### src/rtl/render_pkg.sv
// Shared types and helpers for the frame compositor: FSM state encoding,
// coordinate width derivation and the colour width.
package render_pkg;

    typedef enum logic [2:0] {
        IDLE   = 3'd0,
        SELECT = 3'd1,
        SETTLE = 3'd2,
        STREAM = 3'd3,
        FINISH = 3'd4
    } state_t;

    localparam int COLOUR_W = 3;

    // Enough bits to hold any x coordinate plus one spare bit.
    function automatic int calc_x_w(input int x_size);
        return $clog2(x_size) + 1;
    endfunction

    // Enough bits to hold any y coordinate plus one spare bit.
    function automatic int calc_y_w(input int y_size);
        return $clog2(y_size) + 1;
    endfunction

endpackage

### src/rtl/frame_compositor_layer_pick.sv
// Priority encoder: finds the lowest-numbered masked-in layer whose index is
// at or above the current layer index.
module layer_pick #(
    parameter int NUM_LAYERS = 3,
    parameter int IDX_W      = 2
) (
    input  logic [NUM_LAYERS-1:0] mask,
    input  logic [IDX_W-1:0]      index,
    output logic                  found,
    output logic [IDX_W-1:0]      next_k
);

    // Scan downwards so the lowest qualifying layer is the last one written.
    always_comb begin
        found  = 1'b0;
        next_k = '0;
        for (int i = NUM_LAYERS - 1; i >= 0; i--) begin
            found  = found | (mask[i] & (i >= int'(index)));
            next_k = (mask[i] && (i >= int'(index))) ? IDX_W'(i) : next_k;
        end
    end

endmodule

### src/rtl/frame_compositor.sv
// Frame compositor: on each frame tick, runs the animator layers one at a
// time in priority order and forwards the active layer's pixels to the VGA
// adapter with a fixed one-cycle latency. Reports completion, overruns and
// per-layer timeouts.
module frame_compositor
    import render_pkg::*;
#(
    parameter int NUM_LAYERS    = 3,
    parameter int X_SIZE        = 320,
    parameter int Y_SIZE        = 240,
    parameter int LAYER_TIMEOUT = 131072
) (
    input  logic                                     clk,
    input  logic                                     reset,
    input  logic                                     frame_tick,
    input  logic [NUM_LAYERS-1:0]                    layer_mask,
    output logic [NUM_LAYERS-1:0]                    layer_en,
    input  logic [NUM_LAYERS*calc_x_w(X_SIZE)-1:0]   layer_x,
    input  logic [NUM_LAYERS*calc_y_w(Y_SIZE)-1:0]   layer_y,
    input  logic [NUM_LAYERS*COLOUR_W-1:0]           layer_colour,
    input  logic [NUM_LAYERS-1:0]                    layer_plot,
    input  logic [NUM_LAYERS-1:0]                    layer_done,
    output logic [calc_x_w(X_SIZE)-1:0]              x,
    output logic [calc_y_w(Y_SIZE)-1:0]              y,
    output logic [COLOUR_W-1:0]                      colour,
    output logic                                     plot,
    output logic                                     busy,
    output logic                                     frame_done,
    output logic                                     overrun,
    output logic                                     timeout_err
);

    localparam int X_W   = calc_x_w(X_SIZE);
    localparam int Y_W   = calc_y_w(Y_SIZE);
    localparam int IDX_W = $clog2(NUM_LAYERS + 1);
    localparam int CNT_W = $clog2(LAYER_TIMEOUT);
    localparam logic [CNT_W-1:0] CNT_LAST = CNT_W'(LAYER_TIMEOUT - 1);

    state_t                  state_r;
    logic [IDX_W-1:0]        index_r;
    logic [IDX_W-1:0]        cur_k_r;
    logic [NUM_LAYERS-1:0]   mask_r;
    logic [CNT_W-1:0]        cnt_r;
    logic                    pending_r;

    logic                    found_s;
    logic [IDX_W-1:0]        next_k_s;
    logic [X_W-1:0]          sel_x_s;
    logic [Y_W-1:0]          sel_y_s;
    logic [COLOUR_W-1:0]     sel_colour_s;
    logic                    sel_plot_s;
    logic                    sel_done_s;

    layer_pick #(
        .NUM_LAYERS (NUM_LAYERS),
        .IDX_W      (IDX_W)
    ) u_pick (
        .mask   (mask_r),
        .index  (index_r),
        .found  (found_s),
        .next_k (next_k_s)
    );

    // Select the active layer's pixel stream out of the packed animator buses.
    always_comb begin
        sel_x_s      = layer_x[cur_k_r*X_W +: X_W];
        sel_y_s      = layer_y[cur_k_r*Y_W +: Y_W];
        sel_colour_s = layer_colour[cur_k_r*COLOUR_W +: COLOUR_W];
        sel_plot_s   = layer_plot[cur_k_r];
        sel_done_s   = layer_done[cur_k_r];
    end

    // Frame sequencer with registered adapter outputs and status flags.
    always_ff @(posedge clk) begin
        if (reset) begin
            state_r     <= IDLE;
            index_r     <= '0;
            cur_k_r     <= '0;
            mask_r      <= '0;
            cnt_r       <= '0;
            pending_r   <= 1'b0;
            layer_en    <= '0;
            x           <= '0;
            y           <= '0;
            colour      <= '0;
            plot        <= 1'b0;
            busy        <= 1'b0;
            frame_done  <= 1'b0;
            overrun     <= 1'b0;
            timeout_err <= 1'b0;
        end else begin
            frame_done <= 1'b0;
            plot       <= 1'b0;

            // A tick while a frame is in flight queues at most one frame.
            if (frame_tick && (state_r != IDLE)) begin
                pending_r <= 1'b1;
                overrun   <= 1'b1;
            end

            case (state_r)
                IDLE: begin
                    if (frame_tick || pending_r) begin
                        state_r   <= SELECT;
                        mask_r    <= layer_mask;
                        index_r   <= '0;
                        busy      <= 1'b1;
                        pending_r <= 1'b0;
                    end
                end
                SELECT: begin
                    if (found_s) begin
                        state_r  <= SETTLE;
                        cur_k_r  <= next_k_s;
                        layer_en <= {{(NUM_LAYERS-1){1'b0}}, 1'b1} << next_k_s;
                        cnt_r    <= '0;
                    end else begin
                        state_r    <= FINISH;
                        frame_done <= 1'b1;
                    end
                end
                SETTLE: begin
                    // Animator outputs are still stale this cycle; nothing is plotted.
                    state_r <= STREAM;
                    cnt_r   <= cnt_r + CNT_W'(1);
                end
                STREAM: begin
                    if (sel_done_s) begin
                        x        <= sel_x_s;
                        y        <= sel_y_s;
                        colour   <= sel_colour_s;
                        plot     <= sel_plot_s;
                        layer_en <= '0;
                        index_r  <= cur_k_r + IDX_W'(1);
                        state_r  <= SELECT;
                    end else if (cnt_r == CNT_LAST) begin
                        // Hung layer: abandon it without plotting this cycle's pixel.
                        timeout_err <= 1'b1;
                        layer_en    <= '0;
                        index_r     <= cur_k_r + IDX_W'(1);
                        state_r     <= SELECT;
                    end else begin
                        x      <= sel_x_s;
                        y      <= sel_y_s;
                        colour <= sel_colour_s;
                        plot   <= sel_plot_s;
                        cnt_r  <= cnt_r + CNT_W'(1);
                    end
                end
                FINISH: begin
                    if (pending_r || frame_tick) begin
                        state_r   <= SELECT;
                        mask_r    <= layer_mask;
                        index_r   <= '0;
                        busy      <= 1'b1;
                        pending_r <= 1'b0;
                    end else begin
                        state_r <= IDLE;
                        busy    <= 1'b0;
                    end
                end
                default: begin
                    state_r  <= IDLE;
                    layer_en <= '0;
                    busy     <= 1'b0;
                end
            endcase
        end
    end

endmodule

### config.mk
export PLATFORM = sky130hd
export DESIGN_NAME = frame_compositor
export DESIGN_NICKNAME = d
export VERILOG_FILES = /design/src/rtl/render_pkg.sv /design/src/rtl/frame_compositor_layer_pick.sv /design/src/rtl/frame_compositor.sv
export SDC_FILE = /design/constraint.sdc
export NUM_CORES = 1
export LEC_CHECK = 0
export BUFFER_PORTS_ARGS = -buffer_cell sky130_fd_sc_hd__buf_4
export CORE_MARGIN = 10
export CORE_UTILIZATION = 50
export DETAILED_ROUTE_END_ITERATION = 8
export PLACE_DENSITY_LB_ADDON = 0.05
export SLEW_MARGIN = 0
export SYNTH_ARGS = -nofsm -noshare
export SYNTH_HDL_FRONTEND = slang
export SYNTH_SLANG_ARGS = --single-unit
### constraint.sdc
create_clock -name clk -period 3.7 [get_ports clk]
set_input_delay 0.37 -clock clk [delete_from_list [all_inputs] [get_ports clk]]
set_output_delay 0.37 -clock clk [all_outputs]
set_load 0.01 [all_outputs]
# Yosys cells after proc, flatten, opt, wreduce, memory -nomap -nowiden
# Index checks and enable logic that the tools add are counted.
dict set report word_totals {
  regBits 58
  wordCells 113
  output_inout_bits 30
  input_bits 78
}
dict set report op_classes {
  add_sub_neg 2
  n_eq_ne 12
  shifts 4
  order_cmp 4
  reduce_logical 23
  n_bitwise 10
  muxes 40
  multipliers 3
}
# cell count
set ops {}
lappend ops {{$mux 17} 3}
lappend ops {{$pmux 17 s3} 1}
lappend ops {{$shiftx 30x7->10} 1}
lappend ops {{$mux 3} 9}
lappend ops {{$shiftx 27x7->9} 1}
lappend ops {{$mux 10} 2}
lappend ops {{$mux 9} 2}
lappend ops {{$add 17x1->17 const B} 1}
lappend ops {{$eq 17x17->1 const B} 1}
lappend ops {{$pmux 3 s5} 1}
lappend ops {{$mux 2} 6}
lappend ops {{$mux 1} 11}
lappend ops {{$ne 2x2->1 const B} 5}
lappend ops {{$reduce_and 2->1} 5}
lappend ops {{$pmux 3 s3} 1}
lappend ops {{$reduce_and 3->1} 3}
lappend ops {{$shiftx 9x5->3} 1}
lappend ops {{$eq 3x2->1 const B} 2}
lappend ops {{$mul 2x4->6 const B} 1}
lappend ops {{$reduce_bool 3->1} 2}
lappend ops {{$reduce_or 2->1} 3}
lappend ops {{$reduce_or 3->1} 2}
lappend ops {{$mul 2x3->5 const B} 1}
lappend ops {{$not 1->1} 5}
lappend ops {{20 further kinds} 28}

# Longest topological paths before layout
dict set report depth {
  word_depth 8
  depth_mapped 11
  ltp_nobuf 10
}

# Modules after synthesis
# A second synthesis with hierarchy kept.
dict set report unflattened {
  hier_cells 368
  area_unflattened_um2 3036.7
}
# module seq_area_each_um2 instances area_each_um2 cells_each
set modules_own_cells {}
lappend modules_own_cells {frame_compositor 1161.1 1 2980.4 359}
lappend modules_own_cells {layer_pick 0.0 1 56.3 9}

# Least setup slack after synthesis
# Ideal clock, no wire load.
dict set report synth_path {
  path_type {reg-to-reg}
  start {register cnt_r[0]}
  end {register layer_en[0]}
  synth_period_minus_slack_ps 2932
  stages_incl_launch_ff 12
  setup_time_ps 123
  required_time_ps 3577
  arrival_time_ps 2809
  n_path_buf 1
  path_slack_ps 768
  path_cell_list {dfxtp_1 ha_1 nand3_1 or3_1 nor3_1 ha_1 nor2b_1 a221o_1 and2_1 buf_2 nor3_4 mux2_1}
}
dict set report synth_between {
  elab_chain_cells 3
}
# element line
set synth_lines {}
lappend synth_lines {{from (decl)} frame_compositor.sv:43} ;# logic [CNT_W-1:0] cnt_r;
lappend synth_lines {{from (signal assigned)} frame_compositor.sv:125} ;# cnt_r <= cnt_r + CNT_W'(1);
lappend synth_lines {{from (signal assigned)} frame_compositor.sv:147} ;# cnt_r <= cnt_r + CNT_W'(1);
lappend synth_lines {{$eq 17x17->1} frame_compositor.sv:136} ;# end else if (cnt_r == CNT_LAST) begin
lappend synth_lines {{$ne 3x3->1 (no source line)} n/a}
lappend synth_lines {{$reduce_and 3->1 (no source line)} n/a}
lappend synth_lines {{to (signal assigned)} frame_compositor.sv:115} ;# layer_en <= {{(NUM_LAYERS-1){1'b0}}, 1'b1} << next_k_s;
lappend synth_lines {{to (decl)} frame_compositor.sv:17} ;# output logic [NUM_LAYERS-1:0] layer_en,
# Every way passes these cells.
# A chain may end at the register's enable or synchronous reset.

# Worst setup path after layout
# Same ends and word-level chain as after synthesis.

==> impl_metrics.yaml <==
run_status:
  status: "finished, final reports clean"
synth:
  synth_edf_count: 0
  syn_inst: 367
  yosysSeqAreaShare_pct: 39.1
  synth_area_um2: 2970
  yosysWarnings: 0
  ys.flop_type: "dfxtp_1"
  synth_seq_cells: 58
  synth_nets: 447
  postSynth.asyncResetShare_pct: 0
  avgSynthCellArea_um2: 8.09
  ys_types: 46
sta:
  finClkSkew_ns: 0.00810
  setup_viol: 0
  max_freq_mhz: 310
  whs_ns: 0.262
  hold_viol: 0
  report.final.slew_viol_count: 0
  fin_setup_tns_ns: 0
  relSlewSlack_pct: 51.2
  fin_crit_sh_pct: 87.0
  rsz0062_at_grt: "false"
  period_minus_slack_ns: 3.22
  worstMarginPinSlew_ns: 0.730
floorplanning:
  core-area_um2: 5850
  die_w_um: 97.0
  rows: 28
  start_util_pct: 50.7
  fp.dieH_um: 97.0
  boundaryPins: 108
  dieArea_um2: 9420
grt:
  grt_pass1_vias: 2931
  overflow: 0
  track_usage_pct: 17.4
  antenna_found_initial: 0
  grt_max_degree: 62
  grt_pass1_wl_mm: 14.0
place:
  dp.cells: 528
  dpl.hpwl_mm: 6.40
  gp_congestion: 0.832
  port_buffers: 107
  dpl-instance-area_um2: 3800
worst_setup_path:
  path_class: "flip-flop to flip-flop"
  crit_end: "layer_en[0]"
  startpoint: "cnt_r[0]"
  ff2ff_path_depth: 10
  critPathArrivalTime_ns: 3.45
  path_max_fanout: 10
  r2r-start: "cnt_r[0]"
  ff2ff_setup_slack_ns: 0.48
  critPathLaunchType: "flip-flop"
  cp_data_required_time_ns: 3.93
  end_kind: "flip-flop"
  r2r_end: "layer_en[0]"
pwr:
  peakVddDrop_mv: 0.404
  power.density_nw_per_um2: 394
  p_leak_nw: 1.60
clock_tree:
  cts-htree-levels: 3
  holdBufCountCts: 0
  cts_resized: 0
  ctsLongestPathBuffers: 2
  cts_buffers: 9
  tritoncts: "built"
  clockRootBuffer: "clkbuf_8"
  clk_pin_slew_worst_paths_ns: 0.07
  insertion_delay_ns: 0.34
  cts_setup_buffers: 0
  cts_num_sinks: 58
job:
  drv_cap: 0
routing:
  route.detailed.drc: 0
  wl_per_cell_um: 16.0
  antenna_left: 0
  drt_pre_antenna_iters: 4
  wl_mm: 8.72
  viasPerCell: 5.70
  vias: 3102
  first_iter_violations: 164
cells_and_area:
  nNetsFinal: 544
  final_cell_count_no_fill: 544
  diodes: 0
  design_area_um2: 4010
  drive_above_1_share_pct: 27.7
  syn_to_final_growth_pct: 35.2
hold_path:
  min_delay_path_depth: 3
  hp-class: "primary input to flip-flop"
placed cells by master, fill, tap and decap left out, drive strengths merged, types with 11 or more instances in the layout:
master  count
nor2       57
a211oi     22
dfxtp      58
nand2      21
buf       112
nand3      14
mux2i      27
nand4      11
nor3       11
a21oi      38
critical path, stage by stage (launching register included):
cell	delay, ns
dfxtp_1	0.39
ha_1	0.23
nand3_1	0.18
or3_1	0.49
nor3_1	0.21
ha_1	0.25
nor2b_1	0.07
a221o_1	0.40
and2_1	0.31
nor3_4	0.25
mux2_1	0.33
synth_stat cells (all sizes together), types with 3 or more instances:
library cell  number  area [um^2]
a41o               3         30.0
o311ai             3         26.3
a21oi             38          190
o21bai             3         22.5
and3               5         31.3
buf                9         45.0
mux2i             27          270
nor3              11         66.3
or4                4         30.0
nand3             14         70.1
nand2             21         78.8
nor2              57          214
clkbuf            17         63.8
a311oi             3         26.3
o21ai             10         50.0
inv                7         26.3
a211oi            22          165
a31oi              3         18.8
nand4             11         68.8
nor4               4         25.0
nor2b              7         43.8
dfxtp             58         1160
nand2b             4         25.0
worst min-delay path by stage:
stage | endpoint | slack (ns) | startpoint
after floorplan | cnt_r[16] | 0.45 | cnt_r[16]
after global placement | layer_en[1] | 0.45 | layer_en[1]
after detailed placement | timeout_err | 0.45 | timeout_err
after CTS | mask_r[1] | 0.26 | layer_mask[1]
after global routing | mask_r[0] | 0.29 | layer_mask[0]
final | mask_r[1] | 0.26 | layer_mask[1]
cells by family after synthesis:
group | count (synthesis) | synth area share (%)
fa+ha+maj | 2 | 0.843
buf+inv | 33 | 4.55
xor+xnor | 1 | 0.295
simple gates | 145 | 23.7
compound gates | 100 | 22.0
mux | 28 | 9.49
flops | 58 | 39.1
sequential cells by signal, indices dropped and copies added, names as in the netlist, 2 cells and up:
| register | cells |
|---|---|
| mask_r | 3 |
| cur_k_r | 2 |
| colour | 3 |
| cnt_r | 17 |
| x | 10 |
| index_r | 2 |
| state_r | 3 |
| layer_en | 3 |
| y | 9 |
per-layer routing:
metal	track usage [%]	part of all wire, %	vias to the layer above
met5	0	0	-
met4	7.26	2.1	0
met3	4.20	6.8	17
met2	29.2	50	108
met1	20.8	41	1419
li1	-	-	1558
power breakdown:
part | internal (W) | switching (W)
registers | 0.000648 | 0.0000198
logic | 0.000129 | 0.000141
clock network | 0.000392 | 0.000250
metrics by stage:
step | utilization [%] | setup slack (ns) | power (W)
after floorplan | - | 0.768 | 0.000832
after global placement | 64.9 | 0.588 | 0.000947
after detailed placement | 64.9 | 0.533 | 0.000952
after CTS | 68.6 | 0.483 | 0.00159
after global routing | 68.6 | 0.274 | 0.00165
final | 68.6 | 0.479 | 0.00158
cell type report:
class	count	area (um^2)
flip-flops and latches	58	1160
clock inverters	6	80.1
inverters	7	26.3
multi-input cells	276	1670
well taps	75	93.8
fillers	516	1840
clock buffers	10	138
repair buffers	112	841
Note: power is estimated with default switching activity, not from simulation.
